File: config.mk
export PLATFORM = sky130hd
export DESIGN_NAME = rr_mux_pipe
export DESIGN_NICKNAME = d
export VERILOG_FILES = /design/src/rtl/rr_mux_pipe.sv
export SDC_FILE = /design/constraint.sdc
export NUM_CORES = 1
export LEC_CHECK = 0
export BUFFER_PORTS_ARGS = -buffer_cell sky130_fd_sc_hd__buf_2
export CORE_MARGIN = 2
export CORE_UTILIZATION = 35
export DETAILED_ROUTE_END_ITERATION = 16
export PLACE_DENSITY_LB_ADDON = 0.3
export SLEW_MARGIN = 20
export SYNTH_ARGS = -nofsm -noshare
export SYNTH_HDL_FRONTEND = slang
export SYNTH_SLANG_ARGS = --single-unit
File: constraint.sdc
create_clock -name clk -period 3 [get_ports clk]
set_input_delay 0.3 -clock clk [delete_from_list [all_inputs] [get_ports clk]]
set_output_delay 0.3 -clock clk [all_outputs]
set_load 0.02 [all_outputs]
File: src/rtl/rr_mux_pipe.sv
// Registered N-lane stream mux with fixed-select or round-robin arbitration.
// Optional beat counter (beat_cnt/cnt_clr) enabled by RR_MUX_PIPE_BEAT_CNT_EN.
module rr_mux_pipe #(
  parameter  int N_CH   = 4,
  parameter  int DATA_W = 8,
  localparam int SEL_W  = $clog2(N_CH)
) (
  input  logic                     clk,
  input  logic                     rst_n,
  input  logic [N_CH-1:0]          in_valid,
  output logic [N_CH-1:0]          in_ready,
  input  logic [N_CH*DATA_W-1:0]   in_data,
  input  logic                     mode,
  input  logic [SEL_W-1:0]         sel,
  output logic                     out_valid,
  input  logic                     out_ready,
  output logic [DATA_W-1:0]        out_data,
  output logic [SEL_W-1:0]         out_ch
`ifdef RR_MUX_PIPE_BEAT_CNT_EN
  ,
  input  logic                     cnt_clr,
  output logic [15:0]              beat_cnt
`endif
);

  localparam logic [SEL_W:0] NCH = (SEL_W+1)'(N_CH);

  logic [DATA_W-1:0] lane_data [N_CH];
  logic [SEL_W-1:0]  ptr;
  logic [SEL_W-1:0]  ptr_next;
  logic [SEL_W-1:0]  grant_idx;
  logic              grant_any;
  logic [N_CH-1:0]   grant;
  logic              load_en;
  logic [SEL_W:0]    cand;

  for (genvar g = 0; g < N_CH; g++) begin : g_lane
    assign lane_data[g] = in_data[g*DATA_W +: DATA_W];
  end

  assign load_en = ~out_valid | out_ready;

  // Pick the winning lane; the rr search starts at ptr and wraps modulo N_CH.
  always_comb begin
    grant_any = 1'b0;
    grant_idx = '0;
    cand      = '0;
    if (!mode) begin
      if (({1'b0, sel} < NCH) && in_valid[sel]) begin
        grant_any = 1'b1;
        grant_idx = sel;
      end
    end else begin
      for (int i = 0; i < N_CH; i++) begin
        cand = {1'b0, ptr} + (SEL_W+1)'(i);
        if (cand >= NCH) cand = cand - NCH;
        if (!grant_any && in_valid[cand[SEL_W-1:0]]) begin
          grant_any = 1'b1;
          grant_idx = cand[SEL_W-1:0];
        end
      end
    end
  end

  always_comb begin
    grant = '0;
    if (grant_any) grant[grant_idx] = 1'b1;
  end

  assign in_ready = (rst_n && load_en) ? grant : '0;
  assign ptr_next = (grant_idx == SEL_W'(N_CH-1)) ? '0 : grant_idx + 1'b1;

  always_ff @(posedge clk) begin
    if (!rst_n) begin
      out_valid <= 1'b0;
      out_data  <= '0;
      out_ch    <= '0;
      ptr       <= '0;
    end else if (load_en) begin
      if (grant_any) begin
        out_valid <= 1'b1;
        out_data  <= lane_data[grant_idx];
        out_ch    <= grant_idx;
        if (mode) ptr <= ptr_next;
      end else begin
        out_valid <= 1'b0;
      end
    end
  end

`ifdef RR_MUX_PIPE_BEAT_CNT_EN
  // Saturating count of completed output handshakes; clear beats increment.
  always_ff @(posedge clk) begin
    if (!rst_n || cnt_clr) begin
      beat_cnt <= '0;
    end else if (out_valid && out_ready && (beat_cnt != 16'hFFFF)) begin
      beat_cnt <= beat_cnt + 16'd1;
    end
  end
`endif

endmodule

==> reports/metrics.csv, run 1 <==
metric;value;unit
outcome;complete, no violations;
pwr_density_cell;353.0;nW/um^2
met2WireLength;2.263;mm
crit_type;reg2out;
cts_buffer_depth;2;
cpPeakStageDelay;0.43;ns
critPathMaxFanout;8;
syn_inst;207;
required;2.70;ns
hold_start;rst_n;
start_util;35.87;%
synth_area_per_cell;7.441;sq um
combPwrFrac;45.0;%
vias;1819;
synth_edf_count;0;
drive_above_1_share;31.35;%
grt-ovfl-total;0;
yosys_warnings;0;
period_needed;2.654;ns
synth_nets;253;
clockPowerShare;23.5;%
grt_first_pass_wirelength;7.976;mm
via_per_inst;5.984;
finalSetupViolCount;0;
synth_flop_cell;dfxtp_1;
slowest_stage;dfxtp_1;
postCtsHoldBufs;0;
fin_ws;0.3464;ns
fillCellCount;458;
p_leak;0.8115;nW
hold_end;out_data[4]$_SDFFE_PN0P_;
port_buffers;56;
top_layer_used;met4;
antenna_found_initial;0;
synth_seq_cells;13;
hold_class;in2reg;
die_width;70.34;microns
ir_drop;0.1971;mV
async_flop_share;0;%
area_growth;22.91;%
met1_length;2.211;mm
share_seq_of_total_power;31.5;%
internal_power;0.0004043;W
insertedDiodeCount;0;
antenna_left;0;
netlist.area_leader.share;16.90;%
place_ws;0.5724;ns
gp_congestion;0.8172;
drt_wl_total;4.684;mm
worstSetupStartpoint;ptr[1]$_SDFFE_PN0P_;
synth_most_common_cell;nand3_1;
ys_seq_area_share;16.90;%
drc;0;
r2r_slack;0.80;ns
cp-start-kind;flip-flop;
setup_tns;0;ns
rr_worst_depth;8;
ys_types;42;
root_buffer;clkbuf_8;
synth_area;1540;sq um
first_iter_violations;178;
row_count;24;
path_clk_slew;0.06;ns
grt_max_degree;38;
fin_crit_sh;88.45;%
dp_hpwl;3.397;mm
cts_buffers;3;
synth_top_cell_by_area;dfxtp_1;
crit_arrival;2.35;ns
synthTopCellsByCount;26 x nand3_1, 19 x a21oi_1, 18 x o21ai_0;
max_freq;0.3769;GHz
p_sw;0.0002640;W
core_region_area;4294;sq um
tightest_slew;0.6172;ns
final-max-slew-violation-count;0;
maxCapViolCount;0;
drt-pass1-iter-count;4;
clk_latency;0.24;ns
yosys-top-cells-area;dfxtp_1 17%, o2111a_1 12%, nand3_1 8.4%, o31ai_1 7.8%, a21oi_1 6.2%;
cts_tree;done;
crit_path_end_kind;primary output;
utilization;44.09;%
wl_per_cell;15.41;microns
worstHoldPathCells;3;
die_area;4947;sq um
postCtsSetupBuffers;0;
skew;0.002748;ns
hold_viol_final;0;
worst_r2r_endpoint;ptr[1]$_SDFFE_PN0P_;
track_usage;19.15;%
cts.repair.resized;0;
h-tree-depth;1;
pin_count;57;
crit_chain;and4bb_2 -> o21bai_2 -> or2_2 -> a32oi_1 -> inv_1 -> ha_1 -> and2_1 -> buf_2;
r2r-start;ptr[1]$_SDFFE_PN0P_;
cts.sinks;13;
rsz0062_at_grt;false;
slew_headroom;58.85;%
nets;299;
swShare;39.50;%
met3WireLength;182;microns
grt_pass1_vias;1667;
die_h;70.34;microns
==> through the flow <==
stage	hold slack (ns)	cells	power (W)	cell area (sq um)
floorplan	0.5104	207	0.0004143	1540
global placement	0.4668	300	0.0005108	1847
detailed placement	0.4735	300	0.0005133	1847
CTS	0.4331	304	0.0006711	1893
global route	0.4449	304	0.0007198	1893
finish	0.4346	304	0.0006682	1893
==> how the worst max path moves through the flow <==
stage / endpoint / cells after the start / slack [ns]
floorplan: in_ready[2] / 7 / 0.81
global placement: in_ready[3] / 9 / 0.61
detailed placement: in_ready[2] / 9 / 0.57
CTS: in_ready[2] / 8 / 0.34
global route: in_ready[3] / 8 / 0.19
finish: in_ready[2] / 8 / 0.35
==> cell usage in the layout, fill, tap and decap left out, drive strengths merged, types with 5 or more instances in the layout <==
cell     n
o21ai   19
o2111a  16
a21oi   19
nand3   26
nor2     5
inv      8
nor3    17
buf     62
and2     5
dfxtp   13
o31ai   16
o221ai   8
==> final cells by class <==
type / instances / area [sq um] / share of cell area [%]
Multi-Input combinational cell: 165 / 1166 / 61.60
Timing Repair Buffer: 62 / 325.3 / 17.18
Sequential cell: 13 / 260.3 / 13.75
Tap cell: 52 / 65.06 / 3.437
Clock buffer: 3 / 41.29 / 2.181
Inverter: 8 / 30.03 / 1.586
Clock inverter: 1 / 5.005 / 0.2644
==> power groups by stage <==
| stage | registers (W) | clock network (W) | logic (W) |
|---|---|---|---|
| 4_1_cts | 0.000210 | 0.000160 | 0.000301 |
| 3_5_place_dp | 0.000213 | 0 | 0.000300 |
| 3_3_place_gp | 0.000213 | 0 | 0.000298 |
| 5_1_grt | 0.000213 | 0.000171 | 0.000335 |
| 2_1_floorplan | 0.000236 | 0 | 0.000178 |
| 6_report | 0.000210 | 0.000157 | 0.000301 |
==> registers in the layout, summed over array words and instances, names as in the netlist <==
signal	cells
out_valid	1
out_data	8
ptr	2
out_ch	2
==> kinds of logic (layout without fill, tap and decap cells) <==
kind of cell | after synthesis | in the layout | synth area share (%)
AO/OA/AOI/OAI | 92 | 92 | 46.55
flip-flops | 13 | 13 | 16.90
AND/OR/NAND/NOR | 66 | 66 | 23.64
adder cells (fa/ha/maj) | 4 | 4 | 3.250
multiplexers | 3 | 3 | 2.031
buffers and inverters | 29 | 74 | 7.636
==> layer usage <==
metal  up-vias  GRT usage, %
li1        918             -
met1       856         26.33
met2        43         31.45
met3         2         2.597
met4         0         4.701
met5         -             0
==> critical path: cells and delay by family, from the launching register on <==
family | cells | cell delay (ns)
flops | 1 | 0.43
compound gates | 2 | 0.55
fa+ha+maj | 1 | 0.19
simple gates | 3 | 0.67
buf+inv | 2 | 0.26
No activity file was read; power rests on OpenSTA's default activity.
==> run 2, diff against run 1 <==
clock period = 2.7 ns   (was 3 ns; I/O delays follow)
==> run 2 against run 1 <==
- register-to-register slack got worse by 0.20 ns
- final cell count rose by 0.33%
- flip-flop and latch count did not move
- clock power rose by 13%
- clock skew fell by 0.0023 ns
- wire length rose by 1.5%
- final area rose by 0.73%
- global-route usage rose by 0.39 points
- count of clock-buffer cells in the layout rose by 1
- worst hold slack got worse by 0.026 ns
- utilization rose by 0.32 points
- first-iteration DRC count fell by 13%
- critical endpoint is now in_ready[3]
- largest cell class unchanged
- largest power group unchanged
==> reports/metrics.csv, run 2 (synthesis gave the netlist of run 1 again) <==
metric;value;unit;change
grt_max_degree;34;;-11%
dp_hpwl;3.381;mm;-0.47%
die_area;4947;sq um;unchanged
antenna_left;0;;unchanged
crit_path_end_kind;primary output;;
final-max-slew-violation-count;0;;unchanged
p_sw;0.0002964;W;+12%
drc;0;;unchanged
required;2.43;ns;-0.27 ns
swShare;39.52;%;about the same
port_buffers;56;;unchanged
area_growth;23.80;%;
max_freq;0.3919;GHz;
outcome;complete, no violations;;
drt_wl_total;4.754;mm;+1.5%
clk_latency;0.24;ns;about the same
row_count;24;;unchanged
hold_class;in2reg;;
cts.sinks;13;;unchanged
nets;300;;+0.33%
postCtsHoldBufs;0;;unchanged
hold_viol_final;0;;unchanged
first_iter_violations;155;;-13%
ir_drop;0.2183;mV;+11%
start_util;35.87;%;unchanged
cts_tree;done;;
cts_buffer_depth;2;;unchanged
slew_headroom;67.28;%;+8.4 points
setup_tns;0;ns;unchanged
final_cell_mix;56 x buf_2, 26 x nand3_1, 19 x a21oi_1;;
crit_buf_inv;2;;unchanged
grt_first_pass_wirelength;7.969;mm;about the same
via_per_inst;5.911;;-1.2%
core_region_area;4294;sq um;unchanged
cp-start-kind;flip-flop;;
cts.repair.resized;0;;unchanged
share_seq_of_total_power;31.2;%;-0.3 points
die_h;70.34;microns;unchanged
critPathMaxFanout;8;;unchanged
cpPeakStageDelay;0.43;ns;about the same
grt_use_met3;2.742;%;+0.14 points
grt-ovfl-total;0;;unchanged
path_clk_slew;0.06;ns;about the same
p_leak;0.8145;nW;+0.37%
crit_chain;and4bb_2 -> o21bai_2 -> or2_2 -> a32oi_2 -> inv_1 -> ha_1 -> and2_1 -> buf_2;;
rr_worst_depth;8;;unchanged
root_buffer;clkbuf_8;;
crit_type;reg2out;;
hold_ws;0.4082;ns;-0.02644 ns
track_usage;19.54;%;+0.39 points
vias;1803;;-0.88%
h-tree-depth;1;;unchanged
worstHoldPathCells;3;;unchanged
pwr_density_cell;393.2;nW/um^2;+11%
utilization;44.41;%;+0.32 points
grt_busiest_layer;met2;;
tightest_slew;0.4855;ns;-0.1317 ns
drt-pass1-iter-count;4;;unchanged
period_needed;2.551;ns;
antenna_found_initial;0;;unchanged
insertedDiodeCount;0;;unchanged
maxCapViolCount;0;;unchanged
cts_buffers;3;;unchanged
rsz0062_at_grt;false;;
regMostFlops;out_data;;
crit_arrival;2.28;ns;-0.07 ns
internal_power;0.0004535;W;+12%
finalSetupViolCount;0;;unchanged
cp.depth;8;;unchanged
fin_crit_sh;94.49;%;
pin_count;57;;unchanged
mostFrequentLayoutCell;buf_2;;
combPwrFrac;45.1;%;about the same
clockPowerShare;23.7;%;+0.2 points
grtUsageMet1;26.16;%;-0.17 points
grt_pass1_vias;1704;;+2.2%
top_regs;out_data x8, out_ch x2, ptr x2;;
skew;0.0004941;ns;-0.002254 ns
cpLargestDelayFamily;simple AND/OR/NAND/NOR gates;;
gp_congestion;0.8114;;-0.71%
wl_per_cell;15.59;microns;+1.2%
die_width;70.34;microns;unchanged
postCtsSetupBuffers;0;;unchanged
slowest_stage;dfxtp_1;;
use_met2;32.39;%;+0.94 points
drive_above_1_share;31.62;%;+0.27 points
largest_reg_flops;8;;unchanged
run 2: cell count changes in the layout (fill, tap and decap cells not counted), sizes merged:
cell	change
buf	+1
clkbuf	+1
clkinv	-1
run 2: layout make-up:
| class | instances | area, sq um |
|---|---|---|
| multi-input combinational | 165 | 1174 |
| tap | 52 | 65.06 |
| fill | 461 | 2387 |
| inverter | 8 | 30.03 |
| timing repair buffer | 63 | 332.8 |
| clock buffer | 4 | 45.04 |
| sequential | 13 | 260.3 |
run 2: power by group through the flow:
stage | sequential [W] | clock, W | combinational (W)
2_1_floorplan | 0.000262 | 0 | 0.000198
3_3_place_gp | 0.000236 | 0 | 0.000332
3_5_place_dp | 0.000237 | 0 | 0.000335
4_1_cts | 0.000233 | 0.000182 | 0.000336
5_1_grt | 0.000237 | 0.000193 | 0.000376
6_report | 0.000234 | 0.000178 | 0.000338
run 2: worst register-to-register path, stage by stage, from the launching register on:
cell	delay, ns
dfxtp_1	0.43
and4bb_2	0.27
o21bai_2	0.19
or2_2	0.29
a32oi_2	0.29
inv_1	0.11
ha_1	0.29
nand2_1	0.06
a21oi_1	0.05
run 2: worst paths after layout:
check                                         startpoint                  endpoint  slack (ns)
worst min-delay path                               rst_n  out_data[2]$_SDFFE_PN0P_        0.41
worst max-delay path                 ptr[1]$_SDFFE_PN0P_               in_ready[3]        0.15
worst min register to register  out_data[5]$_SDFFE_PN0P_  out_data[5]$_SDFFE_PN0P_        0.48
worst max register to register       ptr[1]$_SDFFE_PN0P_       ptr[1]$_SDFFE_PN0P_        0.60
run 2: metal layers:
metal,up-vias,routed length (microns)
li1,915,-
met1,834,2277
met2,50,2212
met3,4,208
met4,0,55
met5,-,0
run 2: stage by stage:
| stage | setup WS, ns | area (sq um) | total power, W | cells |
|---|---|---|---|---|
| global route | 0.04275 | 1907 | 0.0008057 | 305 |
| global placement | 0.3555 | 1854 | 0.0005679 | 301 |
| CTS | 0.06284 | 1899 | 0.0007508 | 305 |
| floorplan | 0.5408 | 1540 | 0.0004604 | 207 |
| detailed placement | 0.3063 | 1854 | 0.0005716 | 301 |
| finish | 0.1486 | 1907 | 0.0007499 | 305 |
==> run 3, diff against run 2 <==
ABC_AREA = 1   (was unset)
CORE_ASPECT_RATIO = 0.75   (was unset)
==> run 3 against run 2 <==
- die area down 7.3%
- flip-flop and latch count unchanged
- total power up 37%
- clock power up 2%
- combinational power up 75%
- synthesized cell count up 20%
- area after synthesis down 7.8%
- final cell count up 19%
- setup slack better by 0.085 ns
- critical path depth up 7
- clock skew up 0.0059 ns
- global-route usage down 2.9 points
- largest cell class unchanged
==> reports/metrics.csv, run 3 <==
metric;value;unit;change
first_iter_violations;74;;-52%
slowest_stage;dfxtp_1;;
hold_viol_final;0;;unchanged
ys_types;25;;-40%
synth_most_common_cell;inv_1;;
fillCellCount;436;;-5.4%
area_growth;26.26;%;
maxCapViolCount;0;;unchanged
via_per_inst;4.461;;-25%
cts.repair.resized;0;;unchanged
critPathCapture;in_ready[2];;
crit_chain;inv_2 -> nand2_2 -> nand2_2 -> nand2_2 -> nand2_2 -> nor2_4 -> nand3_2 -> nand2_2 -> nand3_4 -> nand2_8 -> inv_1 -> ha_1 -> nand2_1 -> nor2_1 -> buf_2;;
rr_worst_depth;15;;+7
path_clk_slew;0.06;ns;about the same
root_buffer;clkbuf_8;;
worst_path_most_repeated_cell;nand2_2;;
die_h;59.17;microns;-16%
drc;0;;unchanged
cp-start-kind;flip-flop;;
nets;354;;+18%
insertedDiodeCount;0;;unchanged
max_freq;0.4054;GHz;+3.4%
cts_tree;done;;
yosys-top-cells-area;dfxtp_1 18%, nand3_1 16%, inv_1 15%, nand2_1 14%, nor2_1 7.7%;;
outcome;complete, no violations;;
core_region_area;3979;sq um;-7.3%
grt_pass1_vias;1458;;-14%
required;2.43;ns;about the same
postCtsSetupBuffers;0;;unchanged
track_usage;16.59;%;-2.9 points
grt_first_pass_wirelength;6.182;mm;-22%
antenna_found_initial;0;;unchanged
die_area;4588;sq um;-7.3%
r2r-start;ptr[1]$_SDFFE_PN0P_;;
cts_buffers;3;;unchanged
ir_drop;0.2578;mV;+18%
tightest_slew;0.3720;ns;-0.1135 ns
synth_area;1420;sq um;-7.8%
vias;1615;;-10%
drt-pass1-iter-count;4;;unchanged
cts_buffer_depth;2;;unchanged
r2r_slack;0.78;ns;+0.18 ns
clk_latency;0.25;ns;about the same
h-tree-depth;1;;unchanged
p_leak;1.129;nW;+39%
yosys_warnings;0;;unchanged
setup_tns;0;ns;unchanged
top_regs;out_data x8, out_ch x2, ptr x2;;
synth_area_per_cell;5.726;sq um;-23%
crit_arrival;2.20;ns;-0.08 ns
cpPeakStageDelay;0.45;ns;+0.02 ns
worstSetupStartpoint;ptr[1]$_SDFFE_PN0P_;;
rsz0062_at_grt;false;;
port_buffers;56;;unchanged
ys_seq_area_share;18.33;%;+1.4 points
cts.sinks;13;;unchanged
skew;0.006421;ns;+0.005927 ns
row_count;20;;-17%
crit_buf_inv;3;;+1
crit_type;reg2out;;
synth_top_cell_by_area;dfxtp_1;;
pin_count;57;;unchanged
pwr_density_cell;571.4;nW/um^2;+45%
grt-ovfl-total;0;;unchanged
final-max-slew-violation-count;0;;unchanged
grt_max_degree;21;;-38%
synthTopCellsByCount;56 x inv_1, 53 x nand2_1, 44 x nand3_1;;
fin_crit_sh;91.35;%;-3.1 points
synth_edf_count;0;;unchanged
largest_reg_flops;8;;unchanged
antenna_left;0;;unchanged
cpLargestDelayFamily;simple AND/OR/NAND/NOR gates;;
synth_nets;294;;+16%
drt_wl_total;3.628;mm;-24%
slew_headroom;74.94;%;+7.7 points
start_util;35.69;%;-0.18 points
gp_congestion;0.8701;;+7.2%
wl_per_cell;10.02;microns;-36%
synth_seq_cells;13;;unchanged
final_cell_mix;56 x inv_1, 56 x buf_2, 53 x nand2_1;;
syn_inst;248;;+20%
placedCellCount;358;;+19%
die_width;77.55;microns;+10%
worst_r2r_endpoint;out_data[0]$_SDFFE_PN0P_;;
finalSetupViolCount;0;;unchanged
synth_flop_cell;dfxtp_1;;
netlist.area_leader.share;18.33;%;+1.4 points
period_needed;2.466;ns;-0.08493 ns
hold_class;in2reg;;
critPathMaxFanout;20;;+12
postCtsHoldBufs;0;;unchanged
crit_path_end_kind;primary output;;
drive_above_1_share;29.97;%;-1.7 points
final_cell_count_no_fill;362;;+19%
regMostFlops;out_data;;
async_flop_share;0;%;unchanged
cp.depth;15;;+7
dp_hpwl;2.960;mm;-12%
-- run 3: cell types whose count changed in the layout (fill, tap and decap cells not counted), sizes merged, moves of 5 or more --
| cell | before | now |
|---|---|---|
| a21oi | 19 | 7 |
| and2 | 5 | 0 |
| inv | 8 | 58 |
| nand2 | 2 | 70 |
| nand3 | 26 | 48 |
| nor2 | 5 | 30 |
| nor3 | 17 | 0 |
| o2111a | 16 | 0 |
| o21ai | 19 | 8 |
| o221ai | 8 | 0 |
| o31ai | 16 | 1 |
-- run 3: worst min-delay path, stage by stage --
cell     delay [ns]
buf_2          0.14
o21ai_0        0.08
inv_1          0.04
-- run 3: worst min path at each step --
stage,startpoint,endpoint,cells after the start
after floorplan,rst_n,out_valid$_SDFFE_PN0N_,2
after global placement,out_ch[1]$_SDFFE_PN0P_,out_ch[1]$_SDFFE_PN0P_,2
after detailed placement,out_ch[1]$_SDFFE_PN0P_,out_ch[1]$_SDFFE_PN0P_,2
after CTS,rst_n,out_valid$_SDFFE_PN0N_,3
after global routing,rst_n,out_ch[0]$_SDFFE_PN0P_,3
final,rst_n,out_valid$_SDFFE_PN0N_,3
-- run 3: metrics by stage --
stage | total power [W] | worst slack (ns) | hold WS, ns | util [%] | instance area [sq um]
floorplan | 0.0007113 | 0.5525 | 0.3965 | - | 1420
global placement | 0.0008360 | 0.4777 | 0.5292 | 43.90 | 1747
detailed placement | 0.0008437 | 0.4051 | 0.5301 | 43.90 | 1747
CTS | 0.001027 | 0.1286 | 0.3175 | 45.03 | 1792
global route | 0.001114 | 0.07613 | 0.3480 | 45.06 | 1793
finish | 0.001025 | 0.2336 | 0.3164 | 45.06 | 1793
-- run 3: cell type report --
type | count | area, sq um | share of cell area [%]
clock buffer | 4 | 45.04 | 2.512
timing repair buffer | 62 | 325.3 | 18.14
inverter | 58 | 217.7 | 12.14
tap | 55 | 68.82 | 3.838
sequential | 13 | 261.5 | 14.58
multi-input combinational | 170 | 874.6 | 48.78
-- run 3: metal layers --
metal  wire [microns]  part of all wire (%)  track usage (%)
met1             1895                    52            22.21
met2             1460                    40            27.08
met3              237                   6.5            3.963
met4               34                  0.94            4.592
met5                0                     0                0
-- run 3: kinds of logic after synthesis --
group / count (synthesis) / synth area share (%)
adders and majority gates: 4 / 3.524
buffers and inverters: 65 / 20.09
DFF: 13 / 18.33
AOI/OAI and AO/OA: 17 / 7.402
and+or+nand+nor: 149 / 50.66
-- run 3: report_power, final --
group	switching, W	internal (W)	leakage (nW)	total (W)
combinational	0.000373	0.000217	0.998	0.000590
sequential	0.0000243	0.000228	0.108	0.000252
clock	0.0000778	0.000104	0.0228	0.000182
total	0.000476	0.000549	1.13	0.00102
